**src/rtl/pc_unit_ras_if.sv**
```systemverilog
// pc_unit_ras_if: request/status bundle between decode/branch logic and the
// program-counter unit.
//   master (decode side): drives stall, branch/jump/call/ret requests,
//                         branch_offset, jump_target; observes pc, pc_plus1,
//                         ras_count and the sticky stack flags.
//   slave  (PC unit)    : the mirror image.
interface pc_unit_ras_if #(
    parameter int unsigned PC_WIDTH  = 10,
    parameter int unsigned RAS_DEPTH = 4
);
    localparam int unsigned CW = $clog2(RAS_DEPTH) + 1;

    logic                stall;
    logic                branch_enable;
    logic [PC_WIDTH-1:0] branch_offset;
    logic                jump_enable;
    logic [PC_WIDTH-1:0] jump_target;
    logic                call_enable;
    logic                ret_enable;
    logic [PC_WIDTH-1:0] pc;
    logic [PC_WIDTH-1:0] pc_plus1;
    logic [CW-1:0]       ras_count;
    logic                ras_overflow;
    logic                ras_underflow;

    modport master (
        output stall, branch_enable, branch_offset, jump_enable, jump_target,
               call_enable, ret_enable,
        input  pc, pc_plus1, ras_count, ras_overflow, ras_underflow
    );

    modport slave (
        input  stall, branch_enable, branch_offset, jump_enable, jump_target,
               call_enable, ret_enable,
        output pc, pc_plus1, ras_count, ras_overflow, ras_underflow
    );
endinterface

```
**src/rtl/pc_unit_ras.sv**
```systemverilog
// pc_unit_ras: program counter with stall, PC-relative branch, absolute jump
// and a register-based return-address stack (circular, RAS_DEPTH entries).
//   clk   : rising-edge clock
//   reset : synchronous active-high, overrides everything including stall
//   bus   : pc_unit_ras_if.slave (requests in; pc, pc_plus1, ras_count,
//           ras_overflow, ras_underflow out)
// Next-pc priority: ret > call > jump > branch > pc+1.
module pc_unit_ras #(
    parameter int unsigned         PC_WIDTH     = 10,
    parameter int unsigned         RAS_DEPTH    = 4,
    parameter logic [PC_WIDTH-1:0] RESET_VECTOR = '0
) (
    input  logic            clk,
    input  logic            reset,
    pc_unit_ras_if.slave    bus
);
    localparam int unsigned  PW   = $clog2(RAS_DEPTH);
    localparam int unsigned  CW   = PW + 1;
    localparam logic [CW-1:0] FULL = CW'(RAS_DEPTH);

    logic [PC_WIDTH-1:0] pc_q, pc_d;
    logic [PW-1:0]       sp_q, sp_d;      // next free slot; top is sp_q-1
    logic [CW-1:0]       cnt_q, cnt_d;
    logic                ovf_q, ovf_d;
    logic                unf_q, unf_d;
    logic                push;
    logic [PC_WIDTH-1:0] pc_plus1;
    logic [PC_WIDTH-1:0] top;
    logic [PC_WIDTH-1:0] stack_q [RAS_DEPTH];

    assign pc_plus1 = pc_q + PC_WIDTH'(1);
    assign top      = stack_q[sp_q - PW'(1)];

    always_comb begin
        pc_d  = pc_q;
        sp_d  = sp_q;
        cnt_d = cnt_q;
        ovf_d = ovf_q;
        unf_d = unf_q;
        push  = 1'b0;
        if (!bus.stall) begin
            if (bus.ret_enable) begin
                if (cnt_q != '0) begin
                    pc_d  = top;
                    sp_d  = sp_q - PW'(1);
                    cnt_d = cnt_q - CW'(1);
                end else begin
                    pc_d  = pc_plus1;
                    unf_d = 1'b1;
                end
            end else if (bus.call_enable) begin
                pc_d = bus.jump_target;
                push = 1'b1;
                // When full, sp_q already points at the oldest entry, so the
                // push overwrites it and the pointer simply keeps wrapping.
                sp_d = sp_q + PW'(1);
                if (cnt_q == FULL) ovf_d = 1'b1;
                else               cnt_d = cnt_q + CW'(1);
            end else if (bus.jump_enable) begin
                pc_d = bus.jump_target;
            end else if (bus.branch_enable) begin
                pc_d = pc_q + bus.branch_offset;   // wraps, so offsets act signed
            end else begin
                pc_d = pc_plus1;
            end
        end
    end

    always_ff @(posedge clk) begin
        if (reset) begin
            pc_q  <= RESET_VECTOR;
            sp_q  <= '0;
            cnt_q <= '0;
            ovf_q <= 1'b0;
            unf_q <= 1'b0;
        end else begin
            pc_q  <= pc_d;
            sp_q  <= sp_d;
            cnt_q <= cnt_d;
            ovf_q <= ovf_d;
            unf_q <= unf_d;
        end
    end

    // Entry contents need no reset; only the pointer and count define validity.
    always_ff @(posedge clk) begin
        if (!reset && push) stack_q[sp_q] <= pc_plus1;
    end

    assign bus.pc            = pc_q;
    assign bus.pc_plus1      = pc_plus1;
    assign bus.ras_count     = cnt_q;
    assign bus.ras_overflow  = ovf_q;
    assign bus.ras_underflow = unf_q;
endmodule

```
**src/flat_wrapper.sv**
```systemverilog
// flat-port wrapper written by rule: the top's interface ports become plain ports
module pc_unit_ras_flat 
#(
    parameter int unsigned         PC_WIDTH     = 10,
    parameter int unsigned         RAS_DEPTH    = 4,
    parameter logic [PC_WIDTH-1:0] RESET_VECTOR = '0
)
  (clk, reset, bus_stall, bus_branch_enable, bus_branch_offset, bus_jump_enable, bus_jump_target, bus_call_enable, bus_ret_enable, bus_pc, bus_pc_plus1, bus_ras_count, bus_ras_overflow, bus_ras_underflow);
  pc_unit_ras_if #(.PC_WIDTH(PC_WIDTH), .RAS_DEPTH(RAS_DEPTH)) bus_i ();
  input  logic clk;
  input  logic reset;
  input wire logic [$bits(bus_i.stall)-1:0] bus_stall;
  input wire logic [$bits(bus_i.branch_enable)-1:0] bus_branch_enable;
  input wire logic [$bits(bus_i.branch_offset)-1:0] bus_branch_offset;
  input wire logic [$bits(bus_i.jump_enable)-1:0] bus_jump_enable;
  input wire logic [$bits(bus_i.jump_target)-1:0] bus_jump_target;
  input wire logic [$bits(bus_i.call_enable)-1:0] bus_call_enable;
  input wire logic [$bits(bus_i.ret_enable)-1:0] bus_ret_enable;
  output wire logic [$bits(bus_i.pc)-1:0] bus_pc;
  output wire logic [$bits(bus_i.pc_plus1)-1:0] bus_pc_plus1;
  output wire logic [$bits(bus_i.ras_count)-1:0] bus_ras_count;
  output wire logic [$bits(bus_i.ras_overflow)-1:0] bus_ras_overflow;
  output wire logic [$bits(bus_i.ras_underflow)-1:0] bus_ras_underflow;
  assign bus_i.stall = bus_stall;
  assign bus_i.branch_enable = bus_branch_enable;
  assign bus_i.branch_offset = bus_branch_offset;
  assign bus_i.jump_enable = bus_jump_enable;
  assign bus_i.jump_target = bus_jump_target;
  assign bus_i.call_enable = bus_call_enable;
  assign bus_i.ret_enable = bus_ret_enable;
  assign bus_pc = bus_i.pc;
  assign bus_pc_plus1 = bus_i.pc_plus1;
  assign bus_ras_count = bus_i.ras_count;
  assign bus_ras_overflow = bus_i.ras_overflow;
  assign bus_ras_underflow = bus_i.ras_underflow;
  pc_unit_ras #(.PC_WIDTH(PC_WIDTH), .RAS_DEPTH(RAS_DEPTH), .RESET_VECTOR(RESET_VECTOR)) u_core (.clk(clk), .reset(reset), .bus(bus_i));
endmodule
```
**config.mk**
```make
export PLATFORM = sky130hd
export DESIGN_NAME = pc_unit_ras_flat
export DESIGN_NICKNAME = d
export VERILOG_FILES = /design/src/rtl/pc_unit_ras_if.sv /design/src/rtl/pc_unit_ras.sv /design/src/flat_wrapper.sv
export SDC_FILE = /design/constraint.sdc
export NUM_CORES = 1
export LEC_CHECK = 0
export ABC_AREA = 1
export BUFFER_PORTS_ARGS = -buffer_cell sky130_fd_sc_hd__buf_2
export CORE_UTILIZATION = 37
export CTS_BUF_LIST = sky130_fd_sc_hd__clkbuf_4
export CTS_CLUSTER_DIAMETER = 200
export DETAILED_ROUTE_END_ITERATION = 10
export SYNTH_ARGS = -nofsm -noshare
export SYNTH_HDL_FRONTEND = slang
export SYNTH_SLANG_ARGS = --single-unit
```
**constraint.sdc**
```tcl
create_clock -name clk -period 2.02 [get_ports clk]
set_input_delay 0.101 -clock clk [delete_from_list [all_inputs] [get_ports clk]]
set_output_delay 0.101 -clock clk [all_outputs]
set_load 0.005 [all_outputs]
```
==> results of run 1 <==
cell families after synthesis:
logic type / synth area share
and+or+nand+nor: 0.224
AOI/OAI and AO/OA: 0.150
buffers and inverters: 0.0711
DFF: 0.469
adders and majority gates: 0.0654
xor gates and xnor gates: 0.0213
Yosys cell counts, types with 4 or more instances:
| master | instances |
|---|---|
| nor2_1 | 43 |
| xor2_1 | 5 |
| nand2_1 | 89 |
| nand3_1 | 27 |
| o21ai_0 | 44 |
| inv_1 | 41 |
| ha_1 | 14 |
| buf_2 | 4 |
| a21oi_1 | 24 |
| o22ai_1 | 9 |
| dfxtp_1 | 17 |
| nand4_1 | 6 |
| clkbuf_1 | 4 |
| edfxtp_1 | 40 |
worst max-delay path, delay by kind of cell (launching register included):
family,cells,cell delay (ns)
flops,1,0.34
simple gates,2,0.25
compound gates,3,0.32
fa+ha+maj,2,0.67
xor+xnor,1,0.18
layer usage:
metal,vias to the layer above,track usage,share of wire
li1,1522,-,-
met1,1382,0.270,0.48
met2,77,0.351,0.48
met3,11,0.0411,0.036
met4,0,0.0760,0.012
met5,-,0,0
area by class of cell:
cell class	count	share of cell area
timing repair buffer	75	0.111
multi-input combinational	288	0.389
tap	108	0.0340
inverter	47	0.0444
clock inverter	5	0.0117
clock buffer	11	0.0208
sequential	57	0.389
worst min-delay path by stage:
stage	depth (start not counted)	to	start	slack [ns]
6_report	5	u_core.bus.pc[5]	bus_jump_target[5]	0.05
5_1_grt	5	u_core.bus.pc[7]	bus_jump_target[7]	0.05
4_1_cts	5	u_core.bus.pc[7]	bus_jump_target[7]	0.03
3_5_place_dp	2	u_core.sp_q[1]	reset	0.29
3_3_place_gp	2	u_core.sp_q[1]	reset	0.29
2_1_floorplan	1	u_core.sp_q[1]	reset	0.18
flip-flops by register name, indices dropped and copies added, names as in the netlist:
name and flops:
u_core.bus.ras_underflow 1, u_core.bus.ras_count 3, u_core.bus.ras_overflow 1, u_core.stack_q 40, u_core.sp_q 2, u_core.bus.pc 10
power breakdown:
part	internal [mW]	total (mW)	switching, mW
sequential	1.30	1.34	0.0351
combinational	0.292	0.766	0.474
clock	0.392	0.797	0.405
total	1.99	2.90	0.914
repair_timing:
action,CTS,global route
hold buffers,1,0
gates resized for setup,3,7
setup endpoints to repair,3,5
buffers inserted,0,0
endpoints found under the hold margin,1,0
pin swaps,0,0
==> flow_summary.yaml, run 1 <==
power:
  p_total_mw: 2.90
  powerDensity_nw_per_um2: 731
  peakVddDrop_mv: 0.270
  p_leak_nw: 1.79
layout:
  final_common_cell: "nand2_1"
  post-route-util: 0.457
  regArea_um2: 1540
  syn_to_final_growth_pct: 20.7
  n_fill_cell: 900
  final_layout_size_suffix_gt1_frac: 0.219
  antenna_cells: 0
  most-common-layout-cells: "nand2_1 (87), buf_2 (51), o21ai_0 (44), nor2_1 (43)"
  nets: 521
  multi_input_area_um2: 1540
  finalNonFillerCells: 591
  postLayoutCellArea_um2: 3970
min_path:
  hold_path_class: "in2reg"
synthesis:
  synthTopCellsByArea: "edfxtp_1 (37%), dfxtp_1 (10%), nand2_1 (10%)"
  synth.largest_area_cell: "edfxtp_1"
  ys_async_sr_fraction: 0
  synth_seq_area_share: 0.469
  syn_inst: 403
  synth_cell_type_count: 36
  yosysWarningCount: 0
  synth-edff-count: 40
  synth_seq_cells: 57
  synthesis.area_um2: 3290
  yosysTopAreaCellShare: 0.365
  synthFlopType: "edfxtp_1"
  syn_avg_cell_area_um2: 8.16
  syn-num-nets: 446
drt:
  first_iter_violations: 149
  vias: 2992
  routed_wl_um: 9010
  viasPerCell: 5.06
  wl_per_cell_um: 15.2
  first_pass_iters: 5
  ant_nets: 0
  drc_errors: 0
clocking:
  clock_path_buffers: 2
  root_buffer: "clkbuf_4"
  h-tree-depth: 3
  cts_tree: "done"
  numClockSinks: 57
  clk_latency_ns: 0.40
  clkTransAtPathRegs_ns: 0.09
  numCtsBuffers: 9
sta:
  rsz0062_at_grt: "no"
  final-max-slew-violation-count: 0
  fin_setup_tns_ns: 0
  fin_crit_sh: 0.924
  holdWs_ns: 0.0480
  setup_viol_count_final: 0
  worstMarginPinSlew_ns: 0.479
  fmax_ghz: 0.536
  fin_skew_ns: 0.0145
  slew_headroom: 0.680
  layout_min_cycle_time_ns: 1.87
  hold_viol: 0
  fin_ws_ns: 0.154
critical_path:
  worstPathRequired_ns: 2.30
  critical_path_class: "reg2reg"
  regToRegEndpoint: "u_core.bus.pc[4]"
  cp_max_fo: 4
  cp-endpoint: "u_core.bus.pc[4]"
  crit_slowest_cell: "fa_1"
  end_kind: "flop"
  cp_slowest_stage_delay_ns: 0.43
  reg2regPathDepth: 8
  crit_arrival_ns: 2.15
  setup.worst_path.start: "u_core.bus.pc[0]"
  cp_cell_sequence: "ha_1, fa_1, nand3_1, nand3_1, xnor2_1, a21oi_1, o21ai_0, a21oi_1"
  crit_path_start_kind: "flop"
  rr_startpoint: "u_core.bus.pc[0]"
  reg2reg_slack_ns: 0.15
die:
  die_area_um2: 9270
  die_width_um: 96.3
  core_um2: 8680
  floorplan.initialDensity: 0.379
  die_y_um: 96.3
  row_count: 34
  num_io_pins: 52
flow_run:
  maxCapViolCount: 0
place:
  place.gp.congestion: 0.915
  place_hpwl_um: 6680
  placed_cells: 574
  dp_slack_ns: 0.171
  io_buffer_count: 51
  placed_area_um2: 3790
grt:
  grt_max_degree: 26
  grt_antenna_before_repair: 0
  grt-ovfl-total: 0
  grt_pass1_vias: 2911
  grt_pass1_wl_um: 14400
  grtUsageTotal: 0.210
run_status:
  status: "finished clean"
Note: power is estimated with default switching activity, not from simulation.
==> inputs of run 2 (changes only) <==
--- a/config.mk
+++ b/config.mk
@@ -7,6 +7,7 @@
 export LEC_CHECK = 0
 export ABC_AREA = 1
 export BUFFER_PORTS_ARGS = -buffer_cell sky130_fd_sc_hd__buf_2
+export CORE_MARGIN = 4
 export CORE_UTILIZATION = 37
 export CTS_BUF_LIST = sky130_fd_sc_hd__clkbuf_4
 export CTS_CLUSTER_DIAMETER = 200
==> constraint.sdc (replaced) <==
create_clock -name clk -period 2.15 [get_ports clk]
set_input_delay 0.1075 -clock clk [delete_from_list [all_inputs] [get_ports clk]]
set_output_delay 0.1075 -clock clk [all_outputs]
set_load 0.005 [all_outputs]
==> flow_summary.yaml, run 2 (same netlist as run 1, synthesis figures left out) <==
clocking:
  numClockSinks: 57
  clk_latency_ns: 0.40
  clock_path_buffers: 2
  h-tree-depth: 3
  numCtsBuffers: 9
  root_buffer: "clkbuf_4"
  cts_tree: "done"
  clkTransAtPathRegs_ns: 0.10
min_path:
  hold_path_class: "in2reg"
  whs_endpoint: "u_core.bus.pc[8]"
  hold_path_depth: 5
  hold_path.startpoint: "bus_jump_target[8]"
drt:
  wl_per_cell_um: 15.5
  viasPerCell: 5.14
  ant_nets: 0
  drc_errors: 0
  vias: 3028
  first_iter_violations: 176
  first_pass_iters: 4
  routed_wl_um: 9120
run_status:
  status: "finished clean"
layout:
  final_common_cell: "nand2_1"
  final_layout_size_suffix_gt1_frac: 0.210
  regMostFlops: "u_core.stack_q"
  largest_reg_flops: 40
  nets: 519
  postLayoutCellArea_um2: 3950
  syn_to_final_growth_pct: 20.1
  post-route-util: 0.455
  most-common-layout-cells: "nand2_1 (88), buf_2 (51), o21ai_0 (44), nor2_1 (43)"
  antenna_cells: 0
power:
  switching_share: 0.315
  peakVddDrop_mv: 0.250
  power_frac_comb: 0.246
  p_leak_nw: 1.80
  pwr-share-clk: 0.317
  power_frac_seq: 0.438
  intPower_mw: 1.97
  powerDensity_nw_per_um2: 726
  switchingPower_mw: 0.903
grt:
  grt_pass1_vias: 3005
  grt_max_degree: 26
  use_met1: 0.243
  grt-ovfl-total: 0
  grt.busiest_layer: "met2"
  grt_antenna_before_repair: 0
  grt_use_met2: 0.296
  grt_pass1_wl_um: 14900
  use_met3: 0.0471
  grtUsageTotal: 0.185
critical_path:
  cp_cell_sequence: "buf_4, ha_1, nand3_1, inv_2, nand3_1, nand2_1, nand2_1, buf_2"
  cp_max_fo: 8
  crit_slowest_cell: "dfxtp_1"
  critical_path_class: "reg2out"
  rr_startpoint: "u_core.bus.pc[0]"
  worstPathRequired_ns: 2.04
  regToRegEndpoint: "u_core.bus.pc[4]"
  crit_path_start_kind: "flop"
  crit_arrival_ns: 1.87
  cp_slowest_stage_delay_ns: 0.35
  end_kind: "output port"
  reg2reg_slack_ns: 0.20
  reg2regPathDepth: 8
die:
  die_area_um2: 10500
  core_um2: 8680
  die_y_um: 102
  num_io_pins: 52
  floorplan.initialDensity: 0.379
  die_width_um: 102
  row_count: 34
sta:
  fmax_ghz: 0.505
  setup_viol_count_final: 0
  fin_setup_tns_ns: 0
  hold_viol: 0
  layout_min_cycle_time_ns: 1.98
  fin_crit_sh: 0.920
  fin_skew_ns: 0.00648
  rsz0062_at_grt: "no"
  final-max-slew-violation-count: 0
  worstMarginPinSlew_ns: 0.430
  slew_headroom: 0.713
place:
  placed_area_um2: 3780
  io_buffer_count: 51
  place_hpwl_um: 6800
  place.gp.congestion: 1.03
flow_run:
  maxCapViolCount: 0
-- run 2: worst max-delay path: cells and delay by family, from the launching register on --
kind                     cells  cell delay (ns)
AND/OR/NAND/NOR              4             0.44
buffers and inverters        3             0.50
flip-flops                   1             0.35
adder cells (fa/ha/maj)      1             0.19
-- run 2: power by group through the flow --
stage          registers, mW  clock network, mW  logic, mW
6_report                1.26              0.909      0.705
5_1_grt                 1.26              0.982      0.802
4_1_cts                 1.26              0.927      0.710
3_5_place_dp            1.28                  0      0.706
3_3_place_gp            1.28                  0      0.701
2_1_floorplan           1.29                  0      0.431
-- run 2: area by class of cell --
type	instances	area (um^2)
Fill cell	904	4730
Sequential cell	57	1540
Multi-Input combinational cell	288	1520
Timing Repair Buffer	73	423
Inverter	47	176
Tap cell	108	135
Clock inverter	6	82.6
Clock buffer	10	75.1
-- run 2: worst max path at each step --
stage,depth (start not counted),startpoint,slack (ns),to
5_1_grt,8,u_core.bus.pc[0],0.02,bus_pc_plus1[6]
3_3_place_gp,8,u_core.bus.pc[0],0.23,u_core.bus.pc[4]
6_report,8,u_core.bus.pc[0],0.17,bus_pc_plus1[6]
2_1_floorplan,11,u_core.sp_q[0],0.37,u_core.bus.pc[9]
3_5_place_dp,8,u_core.bus.pc[0],0.22,u_core.bus.pc[4]
4_1_cts,6,u_core.bus.pc[1],0.04,bus_pc_plus1[8]
-- run 2: timing repair --
item	4_1_cts	5_1_grt
hold endpoints to repair	1	0
setup endpoints to repair	0	2
buffers inserted	0	0
resized for setup	0	3
hold buffers	1	0
-- run 2: layer usage --
metal / routed length, um / up-vias
met3: 469 / 19
met2: 4240 / 82
met4: 201 / 0
li1: - / 1522
met5: 0 / -
met1: 4210 / 1405
-- run 2: per-stage QoR --
| step | instances | setup slack (ns) | hold WS (ns) | total power [mW] |
|---|---|---|---|---|
| 6_report | 589 | 0.172 | 0.0541 | 2.87 |
| 5_1_grt | 589 | 0.0171 | 0.0533 | 3.04 |
| 4_1_cts | 589 | 0.0424 | 0.0342 | 2.89 |
| 3_5_place_dp | 572 | 0.225 | 0.307 | 1.99 |
| 3_3_place_gp | 572 | 0.229 | 0.301 | 1.98 |
| 2_1_floorplan | 403 | 0.371 | 0.186 | 1.72 |
==> inputs of run 3 (changes only) <==
==> constraint.sdc (replaced) <==
create_clock -name clk -period 2.15 [get_ports clk]
set_input_delay 0.215 -clock clk [delete_from_list [all_inputs] [get_ports clk]]
set_output_delay 0.215 -clock clk [all_outputs]
set_load 0.005 [all_outputs]
==> flow_summary.yaml, run 3 (same netlist as run 1, synthesis figures left out) <==
drt:
  viasPerCell: 5.07
  wl_per_cell_um: 15.2
  ant_nets: 0
  first_iter_violations: 180
  routed_wl_um: 8960
  drc_errors: 0
  vias: 2989
  first_pass_iters: 4
layout:
  syn_to_final_growth_pct: 21.0
  most-common-layout-cells: "nand2_1 (87), buf_2 (51), o21ai_0 (44), nor2_1 (43)"
  final_common_cell: "nand2_1"
  antenna_cells: 0
  post-route-util: 0.459
  nets: 520
  multi_input_area_um2: 1540
  n_fill_cell: 885
  regArea_um2: 1540
  largest_reg_flops: 40
  regMostFlops: "u_core.stack_q"
  final_layout_size_suffix_gt1_frac: 0.222
critical_path:
  regToRegEndpoint: "u_core.bus.pc[8]"
  end_kind: "output port"
  crit_arrival_ns: 1.79
  critical_path_class: "reg2out"
  crit_path_start_kind: "flop"
  reg2regPathDepth: 11
  reg2reg_slack_ns: 0.24
  rr_startpoint: "u_core.bus.pc[0]"
  worstPathRequired_ns: 1.93
  cp_max_fo: 6
clocking:
  clk_latency_ns: 0.39
  clock_path_buffers: 2
  h-tree-depth: 3
  root_buffer: "clkbuf_4"
  clkTransAtPathRegs_ns: 0.11
  cts_tree: "done"
  numCtsBuffers: 9
  numClockSinks: 57
die:
  core_um2: 8680
  die_area_um2: 10500
  die_width_um: 102
  row_count: 34
  num_io_pins: 52
  floorplan.initialDensity: 0.379
  die_y_um: 102
grt:
  grt_pass1_wl_um: 14500
  grt-ovfl-total: 0
  grt_antenna_before_repair: 0
  grt_max_degree: 26
  grtUsageTotal: 0.181
  grt_pass1_vias: 2886
power:
  peakVddDrop_mv: 0.287
  powerDensity_nw_per_um2: 716
  p_leak_nw: 1.80
sta:
  fin_skew_ns: 0.0163
  fin_crit_sh: 0.931
  setup_viol_count_final: 0
  fmax_ghz: 0.500
  slew_headroom: 0.682
  hold_viol: 0
  rsz0062_at_grt: "yes"
  layout_min_cycle_time_ns: 2.00
  worstMarginPinSlew_ns: 0.477
  holdWs_ns: 0.157
  final-max-slew-violation-count: 0
place:
  io_buffer_count: 51
  place.gp.congestion: 0.871
  place_hpwl_um: 6730
flow_run:
  maxCapViolCount: 0
min_path:
  hold_path_class: "in2reg"
  hold_path_depth: 5
  hold_path.startpoint: "bus_jump_target[8]"
  whs_endpoint: "u_core.bus.pc[8]"
run_status:
  status: "finished clean"
-- run 3: what timing repair did --
item                                    in CTS  in global routing
hold endpoints to repair                     1                  0
gates resized for setup                      2                  5
buffers inserted                             0                  1
hold buffers                                 1                  0
endpoints found under the setup margin       2                  4
pin swaps                                    0                  1
-- run 3: layer usage --
layer / vias up / part of all wire / track usage
li1: 1518 / - / -
met1: 1390 / 0.45 / 0.241
met2: 74 / 0.49 / 0.302
met3: 7 / 0.048 / 0.0355
met4: 0 / 0.0092 / 0.0515
met5: - / 0 / 0
-- run 3: how the worst max path moves through the flow --
stage                     depth (start not counted)             start          endpoint
after floorplan                                  11    u_core.sp_q[0]  u_core.bus.pc[9]
after global placement                            8  u_core.bus.pc[0]  u_core.bus.pc[4]
after detailed placement                         12  u_core.bus.pc[1]  u_core.bus.pc[6]
after CTS                                         8  u_core.bus.pc[0]   bus_pc_plus1[6]
after global routing                              7  u_core.bus.pc[3]   bus_pc_plus1[7]
final                                             6  u_core.bus.pc[3]   bus_pc_plus1[7]
-- run 3: critical path, cell delays in order (launching register included) --
cell and delay, ns:
dfxtp_1 0.54, nand2_2 0.10, nor2_4 0.13, nand2_2 0.10
o21ai_1 0.17, nand2_1 0.18, buf_2 0.18
-- run 3: final cells by class --
cell class | count | area share
multi-input cells | 288 | 0.387
flip-flops and latches | 57 | 0.387
inverters | 47 | 0.0443
well taps | 108 | 0.0339
repair buffers | 74 | 0.108
clock buffers | 10 | 0.0189
clock inverters | 6 | 0.0207
-- run 3: report_power, final --
group          total [mW]  internal [mW]  switching, mW
clock               0.883          0.479          0.404
combinational       0.708          0.265          0.443
sequential           1.26           1.23         0.0322
-- run 3: per-stage QoR --
step / power (mW) / setup slack (ns) / setup TNS [ns] / cell area, um^2 / instances
after floorplan: 1.72 / 0.371 / 0 / 3290 / 403
after global placement: 1.98 / 0.275 / 0 / 3780 / 572
after detailed placement: 1.98 / 0.269 / 0 / 3780 / 572
after CTS: 2.86 / 0.0244 / 0 / 3950 / 589
after global routing: 3.02 / -0.0133 / -0.0133 / 3980 / 590
final: 2.85 / 0.149 / 0 / 3980 / 590
